`src/rtl/lbu_ptr_ctrl.sv`:
```
// lbu_ptr_ctrl -- loop-buffer pointer controller.
//
// Holds per-context pointer state (ptr/start/end/stride/waen). It hands
// operands to an external pointer updater and commits the updater's result.
// There are two stages:
//   S1     : captured op; upd_* operands driven combinationally from it.
//   Result : registered res_* with valid/ready back-pressure.
//
// Optional build macro:
//   LBU_PTR_CTRL_BOUNDS_CHK_EN - reject an lbset whose start > end (signed).
//   In the default build this macro is undefined and lbset always writes.
module lbu_ptr_ctrl #(
  parameter int P_IDS    = 4,
  parameter int P_ID_W   = 2,
  parameter int P_PTR    = 24,
  parameter int P_STRIDE = 8
) (
  input  logic                clk,
  input  logic                rst_n,
  input  logic                op_valid,
  output logic                op_ready,
  input  logic [P_ID_W-1:0]   op_id,
  input  logic [2:0]          op_mode,
  input  logic                op_lbset,
  input  logic                op_waen,
  input  logic [P_STRIDE-1:0] op_stride,
  input  logic [P_PTR-1:0]    op_start,
  input  logic [P_PTR-1:0]    op_end,
  output logic [2:0]          upd_mode,
  output logic                upd_waEn,
  output logic                upd_lbsetEn,
  output logic [P_STRIDE-1:0] upd_stride,
  output logic [P_PTR-1:0]    upd_start,
  output logic [P_PTR-1:0]    upd_end,
  output logic [P_PTR-1:0]    upd_rptr,
  input  logic [P_PTR-1:0]    upd_ptr,
  output logic                res_valid,
  input  logic                res_ready,
  output logic [P_ID_W-1:0]   res_id,
  output logic [P_PTR-1:0]    res_ptr,
  output logic                res_err
);

  // Per-context state
  logic [P_PTR-1:0]    ptr_q    [P_IDS];
  logic [P_PTR-1:0]    ptr_d    [P_IDS];
  logic [P_PTR-1:0]    start_q  [P_IDS];
  logic [P_PTR-1:0]    start_d  [P_IDS];
  logic [P_PTR-1:0]    end_q    [P_IDS];
  logic [P_PTR-1:0]    end_d    [P_IDS];
  logic [P_STRIDE-1:0] stride_q [P_IDS];
  logic [P_STRIDE-1:0] stride_d [P_IDS];
  logic                waen_q   [P_IDS];
  logic                waen_d   [P_IDS];

  // S1 stage
  logic                s1_valid_q,  s1_valid_d;
  logic [P_ID_W-1:0]   s1_id_q,     s1_id_d;
  logic [2:0]          s1_mode_q,   s1_mode_d;
  logic                s1_lbset_q,  s1_lbset_d;
  logic                s1_waen_q,   s1_waen_d;
  logic [P_STRIDE-1:0] s1_stride_q, s1_stride_d;
  logic [P_PTR-1:0]    s1_start_q,  s1_start_d;
  logic [P_PTR-1:0]    s1_end_q,    s1_end_d;

  // Result stage
  logic                res_valid_q, res_valid_d;
  logic [P_ID_W-1:0]   res_id_q,    res_id_d;
  logic [P_PTR-1:0]    res_ptr_q,   res_ptr_d;
  logic                res_err_q,   res_err_d;

  // Combinational helpers
  logic                id_ok_s;
  logic                mode_wr_s;
  logic                bnd_fail_s;
  logic                adv_s;
  logic                wr_s;
  logic                accept_s;
  logic                op_ready_s;
  logic [P_PTR-1:0]    rptr_s;
  logic [P_PTR-1:0]    cfg_start_s;
  logic [P_PTR-1:0]    cfg_end_s;
  logic [P_STRIDE-1:0] cfg_stride_s;
  logic                cfg_waen_s;

  // Read the stored context of the S1 id (an AND-OR mux; out-of-range ids read as zero)
  always_comb begin
    rptr_s       = {P_PTR{1'b0}};
    cfg_start_s  = {P_PTR{1'b0}};
    cfg_end_s    = {P_PTR{1'b0}};
    cfg_stride_s = {P_STRIDE{1'b0}};
    cfg_waen_s   = 1'b0;
    for (int i = 0; i < P_IDS; i++) begin
      rptr_s       = rptr_s       | (ptr_q[i]    & {P_PTR{s1_id_q == P_ID_W'(i)}});
      cfg_start_s  = cfg_start_s  | (start_q[i]  & {P_PTR{s1_id_q == P_ID_W'(i)}});
      cfg_end_s    = cfg_end_s    | (end_q[i]    & {P_PTR{s1_id_q == P_ID_W'(i)}});
      cfg_stride_s = cfg_stride_s | (stride_q[i] & {P_STRIDE{s1_id_q == P_ID_W'(i)}});
      cfg_waen_s   = cfg_waen_s   | (waen_q[i]   & (s1_id_q == P_ID_W'(i)));
    end
  end

  // Classify the S1 op and derive handshake/advance conditions
  always_comb begin
    id_ok_s   = (32'(s1_id_q) < P_IDS);
    mode_wr_s = s1_lbset_q || (s1_mode_q == 3'd1) || (s1_mode_q == 3'd2) || (s1_mode_q == 3'd3);
`ifdef LBU_PTR_CTRL_BOUNDS_CHK_EN
    bnd_fail_s = s1_lbset_q && ($signed(s1_start_q) > $signed(s1_end_q));
`else
    bnd_fail_s = 1'b0;
`endif
    // S1 may retire whenever the result slot is free or being drained
    adv_s      = s1_valid_q && (!res_valid_q || res_ready);
    wr_s       = adv_s && id_ok_s && mode_wr_s && !bnd_fail_s;
    op_ready_s = !(s1_valid_q && res_valid_q && !res_ready);
    accept_s   = op_valid && op_ready_s;
  end

  // Drive updater operands from S1; lbset uses the captured config, others the stored one
  always_comb begin
    upd_mode    = 3'd0;
    upd_waEn    = 1'b0;
    upd_lbsetEn = 1'b0;
    upd_stride  = {P_STRIDE{1'b0}};
    upd_start   = {P_PTR{1'b0}};
    upd_end     = {P_PTR{1'b0}};
    upd_rptr    = {P_PTR{1'b0}};
    if (s1_valid_q) begin
      upd_mode    = s1_mode_q;
      upd_lbsetEn = s1_lbset_q;
      upd_rptr    = rptr_s;
      if (s1_lbset_q) begin
        upd_waEn   = s1_waen_q;
        upd_stride = s1_stride_q;
        upd_start  = s1_start_q;
        upd_end    = s1_end_q;
      end else begin
        upd_waEn   = cfg_waen_s;
        upd_stride = cfg_stride_s;
        upd_start  = cfg_start_s;
        upd_end    = cfg_end_s;
      end
    end else begin
      upd_mode = 3'd0;
    end
  end

  // Next state of the per-context registers: pointer on any write, config on lbset
  always_comb begin
    for (int i = 0; i < P_IDS; i++) begin
      if (wr_s && (s1_id_q == P_ID_W'(i))) begin
        ptr_d[i] = upd_ptr;
      end else begin
        ptr_d[i] = ptr_q[i];
      end
      if (wr_s && s1_lbset_q && (s1_id_q == P_ID_W'(i))) begin
        start_d[i]  = s1_start_q;
        end_d[i]    = s1_end_q;
        stride_d[i] = s1_stride_q;
        waen_d[i]   = s1_waen_q;
      end else begin
        start_d[i]  = start_q[i];
        end_d[i]    = end_q[i];
        stride_d[i] = stride_q[i];
        waen_d[i]   = waen_q[i];
      end
    end
  end

  // Next state of S1: load on accept, empty on retire, otherwise hold
  always_comb begin
    s1_valid_d  = s1_valid_q;
    s1_id_d     = s1_id_q;
    s1_mode_d   = s1_mode_q;
    s1_lbset_d  = s1_lbset_q;
    s1_waen_d   = s1_waen_q;
    s1_stride_d = s1_stride_q;
    s1_start_d  = s1_start_q;
    s1_end_d    = s1_end_q;
    if (accept_s) begin
      s1_valid_d  = 1'b1;
      s1_id_d     = op_id;
      s1_mode_d   = op_mode;
      s1_lbset_d  = op_lbset;
      s1_waen_d   = op_waen;
      s1_stride_d = op_stride;
      s1_start_d  = op_start;
      s1_end_d    = op_end;
    end else if (adv_s) begin
      s1_valid_d = 1'b0;
    end else begin
      s1_valid_d = s1_valid_q;
    end
  end

  // Next state of the result slot: capture on retire, drop on handshake, else hold stable
  always_comb begin
    res_valid_d = res_valid_q;
    res_id_d    = res_id_q;
    res_ptr_d   = res_ptr_q;
    res_err_d   = res_err_q;
    if (adv_s) begin
      res_valid_d = 1'b1;
      res_id_d    = s1_id_q;
      if (!id_ok_s) begin
        res_ptr_d = {P_PTR{1'b0}};
        res_err_d = 1'b1;
      end else if (bnd_fail_s) begin
        res_ptr_d = rptr_s;
        res_err_d = 1'b1;
      end else if (mode_wr_s) begin
        res_ptr_d = upd_ptr;
        res_err_d = 1'b0;
      end else begin
        res_ptr_d = rptr_s;
        res_err_d = 1'b0;
      end
    end else if (res_ready) begin
      res_valid_d = 1'b0;
    end else begin
      res_valid_d = res_valid_q;
    end
  end

  // Per-context register file
  always_ff @(posedge clk or negedge rst_n) begin
    if (!rst_n) begin
      for (int i = 0; i < P_IDS; i++) begin
        ptr_q[i]    <= {P_PTR{1'b0}};
        start_q[i]  <= {P_PTR{1'b0}};
        end_q[i]    <= {P_PTR{1'b0}};
        stride_q[i] <= {P_STRIDE{1'b0}};
        waen_q[i]   <= 1'b0;
      end
    end else begin
      ptr_q    <= ptr_d;
      start_q  <= start_d;
      end_q    <= end_d;
      stride_q <= stride_d;
      waen_q   <= waen_d;
    end
  end

  // S1 stage register; reset drops any in-flight op
  always_ff @(posedge clk or negedge rst_n) begin
    if (!rst_n) begin
      s1_valid_q  <= 1'b0;
      s1_id_q     <= {P_ID_W{1'b0}};
      s1_mode_q   <= 3'd0;
      s1_lbset_q  <= 1'b0;
      s1_waen_q   <= 1'b0;
      s1_stride_q <= {P_STRIDE{1'b0}};
      s1_start_q  <= {P_PTR{1'b0}};
      s1_end_q    <= {P_PTR{1'b0}};
    end else begin
      s1_valid_q  <= s1_valid_d;
      s1_id_q     <= s1_id_d;
      s1_mode_q   <= s1_mode_d;
      s1_lbset_q  <= s1_lbset_d;
      s1_waen_q   <= s1_waen_d;
      s1_stride_q <= s1_stride_d;
      s1_start_q  <= s1_start_d;
      s1_end_q    <= s1_end_d;
    end
  end

  // Result register; reset discards any pending result
  always_ff @(posedge clk or negedge rst_n) begin
    if (!rst_n) begin
      res_valid_q <= 1'b0;
      res_id_q    <= {P_ID_W{1'b0}};
      res_ptr_q   <= {P_PTR{1'b0}};
      res_err_q   <= 1'b0;
    end else begin
      res_valid_q <= res_valid_d;
      res_id_q    <= res_id_d;
      res_ptr_q   <= res_ptr_d;
      res_err_q   <= res_err_d;
    end
  end

  assign op_ready  = op_ready_s;
  assign res_valid = res_valid_q;
  assign res_id    = res_id_q;
  assign res_ptr   = res_ptr_q;
  assign res_err   = res_err_q;

endmodule

```
`config.mk`:
```
export PLATFORM = sky130hd
export DESIGN_NAME = lbu_ptr_ctrl
export DESIGN_NICKNAME = d
export VERILOG_FILES = /design/src/rtl/lbu_ptr_ctrl.sv
export SDC_FILE = /design/constraint.sdc
export NUM_CORES = 1
export LEC_CHECK = 0
export CAP_MARGIN = 10
export CORE_AREA = 3 3 194 196
export CTS_BUF_LIST = sky130_fd_sc_hd__clkbuf_4
export DETAILED_ROUTE_END_ITERATION = 8
export DIE_AREA = 0 0 197 199
export GPL_ROUTABILITY_DRIVEN = 0
export PLACE_DENSITY = 0.82
export SLEW_MARGIN = 15
export SYNTH_ARGS = -nofsm -noshare
export SYNTH_HDL_FRONTEND = slang
export SYNTH_SLANG_ARGS = --single-unit
```
`constraint.sdc`:
```
create_clock -name clk -period 1.92 [get_ports clk]
set_clock_uncertainty 0.15 [all_clocks]
set_input_delay 0.384 -clock clk [delete_from_list [all_inputs] [get_ports clk]]
set_output_delay 0.384 -clock clk [all_outputs]
set_load 0.01 [all_outputs]
```
==> results.sh <==
export IMPL_clk_pin_slew_ns=0.07
export IMPL_die_area_um2=39200
export IMPL_drtPass1Iterations=5
export IMPL_synthTopCellsByCount="dfrtp_1, mux2_2, mux2_4, mux4_2"
export IMPL_synthCells=1187
export IMPL_met1_length_um=22700
export IMPL_cts_tree="yes"
export IMPL_synth_seq_cells=415
export IMPL_synth_top_area_share_pct=54.6
export IMPL_vias=13025
export IMPL_syn_nets=1278
export IMPL_yosysTopAreaCell="dfrtp_1"
export IMPL_place_ws_ns=-0.604
export IMPL_drt_total_wl_um=55700
export IMPL_die_width_um=197
export IMPL_detail_route_wl_per_cell_um=25.1
export IMPL_ys_seq_area_share_pct=54.6
export IMPL_io_pins=205
export IMPL_cp_data_required_time_ns=1.39
export IMPL_setup_viol=490
export IMPL_crit_type="flop to primary output"
export IMPL_synth_edff_count=0
export IMPL_antenna_found_initial=5
export IMPL_status="finished, violations left"
export IMPL_period_needed_ns=3.01
export IMPL_cts_max_level=3
export IMPL_worst_slew_margin_rel_pct=66.6
export IMPL_min_path_type="input port to flop"
export IMPL_ff2ff_setup_slack_ns=-0.47
export IMPL_startpoint_type="flop"
export IMPL_cp_max_fo=8
export IMPL_cp_data_arrival_time_ns=2.48
export IMPL_cp_end_kind="primary output"
export IMPL_synth_area_um2=19000
export IMPL_yosys_top_cells_area="dfrtp_1, mux2_2, mux4_2, mux2_4, mux2_1"
export IMPL_violations="setup timing"
export IMPL_grt_pass1_vias=14068
export IMPL_core_um2=36300
export IMPL_hold_viol_final=0
export IMPL_worstHoldEndpoint="s1_stride_q[6]"
export IMPL_postRouteAntennaNets=0
export IMPL_nNetsFinal=1767
export IMPL_ys_types=30
export IMPL_leakage_nw=11.7
export IMPL_viasPerCell=5.88
export IMPL_cts_root_buf="clkbuf_4"
export IMPL_r2r_cells=10
export IMPL_grt_use_total_pct=26.4
export IMPL_start_util_pct=52.4
export IMPL_dp_cells=1917
export IMPL_final_area_um2=25900
export IMPL_met2_wirelength_um=28000
export IMPL_rsz0062_at_grt="true"
export IMPL_clk_path_buf_depth=3
export IMPL_route_met3_wl_um=3910
export IMPL_worstMarginPinSlew_ns=0.499
export IMPL_hpwl_um=29800
export IMPL_avgSynthCellArea_um2=16.0
export IMPL_syn_to_final_growth_pct=36.3
export IMPL_ir_drop_mv=0.719
export IMPL_hold_start="op_stride[6]"
export IMPL_drc=0
export IMPL_placed_area_um2=22700
export IMPL_setup_slack_ns=-1.09
export IMPL_maxClockFrequency_mhz=332
export IMPL_die_h_um=199
export IMPL_synth_top_flop_cell="dfrtp_1"
export IMPL_yosysMostFrequentCell="dfrtp_1"
export IMPL_drive_gt1_share_pct=58.1
export IMPL_period_share_pct=157
export IMPL_cts_sinks=415
export IMPL_io_buffers=203
export IMPL_worstSkewPairLatency_ns=0.81
export IMPL_holdWs_ns=0.0566
export IMPL_ys_async_sr_fraction_pct=100
export IMPL_power_density_nw_per_um2=1380
export IMPL_cts_buffers=105
export IMPL_fp_row_count=70
export IMPL_finalMaxSlewViolations=0
export IMPL_min_path_cells=2
export IMPL_grt_pass1_wl_um=80100
export IMPL_timing_rr_end="ptr_q[42]"
export IMPL_routed_top_layer="met5"
export IMPL_overflow=0
export IMPL_fin_util_pct=71.5
export IMPL_r2r_start="s1_id_q[0]"
export IMPL_cap_violations=0
export IMPL_synth_warning_count=0
export IMPL_grt_max_degree=49
export IMPL_stdcell_count=2214
export IMPL_drt_iter0_markers=830
-- worst max path at each step --
stage	start	end	slack, ns	cells past startpoint
2_1_floorplan	s1_id_q[0]	upd_stride[5]	-0.06	5
3_3_place_gp	s1_id_q[0]	upd_start[22]	-0.59	4
3_5_place_dp	s1_id_q[0]	upd_end[4]	-0.60	5
4_1_cts	s1_id_q[0]	upd_rptr[12]	-1.16	6
5_1_grt	s1_id_q[0]	upd_stride[0]	-1.17	6
6_report	s1_id_q[0]	upd_start[23]	-1.09	5
-- registers in the layout, summed over array words and instances, names as in the netlist --
name         count
end_q           96
ptr_q           96
res_id           2
res_ptr         24
res_valid        1
s1_end_q        24
s1_id_q          2
s1_lbset_q       1
s1_mode_q        3
s1_start_q      24
s1_stride_q      8
s1_valid_q       1
s1_waen_q        1
start_q         96
stride_q        32
waen_q           4
-- layout make-up --
type,count,area (um^2)
clock buffers,148,1110
clock inverters,27,139
inverters,1,3.75
flip-flops and latches,415,10400
well taps,468,586
multi-input cells,677,8400
repair buffers,476,5270
diodes,2,5.00
fillers,2245,10300
-- where the power goes --
group	total [mW]	switching, mW	leakage [nW]	internal, mW
Sequential	15.0	2.46	4.93	12.5
Combinational	13.3	4.61	6.04	8.68
Clock	7.38	3.72	0.759	3.66
Total	35.7	10.8	11.7	24.9
-- worst max-delay path, stage by stage, from the launching register on --
cell     delay [ns]
dfrtp_4        0.48
buf_12         0.16
buf_12         0.15
mux4_2         0.57
a22o_1         0.22
buf_2          0.14
-- through the flow --
| step | setup TNS (ns) | total power, mW |
|---|---|---|
| after detailed placement | -171.41 | 26.6 |
| after global placement | -160.36 | 25.9 |
| after global routing | -223.29 | 37.5 |
| after CTS | -212.79 | 34.4 |
| after floorplan | -3.03 | 21.5 |
| final | -205.59 | 35.7 |
-- cell usage in the layout (no fill, tap or decap), types with 56 or more instances in the layout --
| cell | synthesis | final |
|---|---|---|
| buf_2 | 29 | 83 |
| dfrtp_1 | 415 | 411 |
| mux2_2 | 243 | 202 |
| mux2_4 | 90 | 166 |
| a22o_1 | 56 | 56 |
| clkdlybuf4s50_1 | 0 | 89 |
| mux4_2 | 81 | 81 |
| buf_12 | 0 | 60 |
| buf_4 | 16 | 114 |
| clkbuf_4 | 0 | 148 |
| buf_6 | 26 | 62 |
-- metal layers --
| layer | track usage, % | vias up |
|---|---|---|
| li1 | - | 5485 |
| met1 | 34.8 | 6862 |
| met2 | 44.0 | 586 |
| met3 | 6.55 | 84 |
| met4 | 7.66 | 8 |
| met5 | 0 | - |
-- cell families after synthesis --
group                  Yosys count  synth area share [%]
AND/OR/NAND/NOR                 70                  2.21
flip-flops                     415                  54.6
multiplexers                   470                  34.4
AO/OA/AOI/OAI                  134                  5.28
other                            1                0.0197
buffers and inverters           97                  3.45
-- what timing repair did --
action | CTS | global route
cloned | 21 | 17
pin swaps | 45 | 31
resized for setup | 567 | 131
endpoints found under the hold margin | 442 | 0
hold buffers | 30 | 0
buffers inserted | 43 | 37
setup endpoints to repair | 499 | 516
Power figures use the tool's default switching activity.
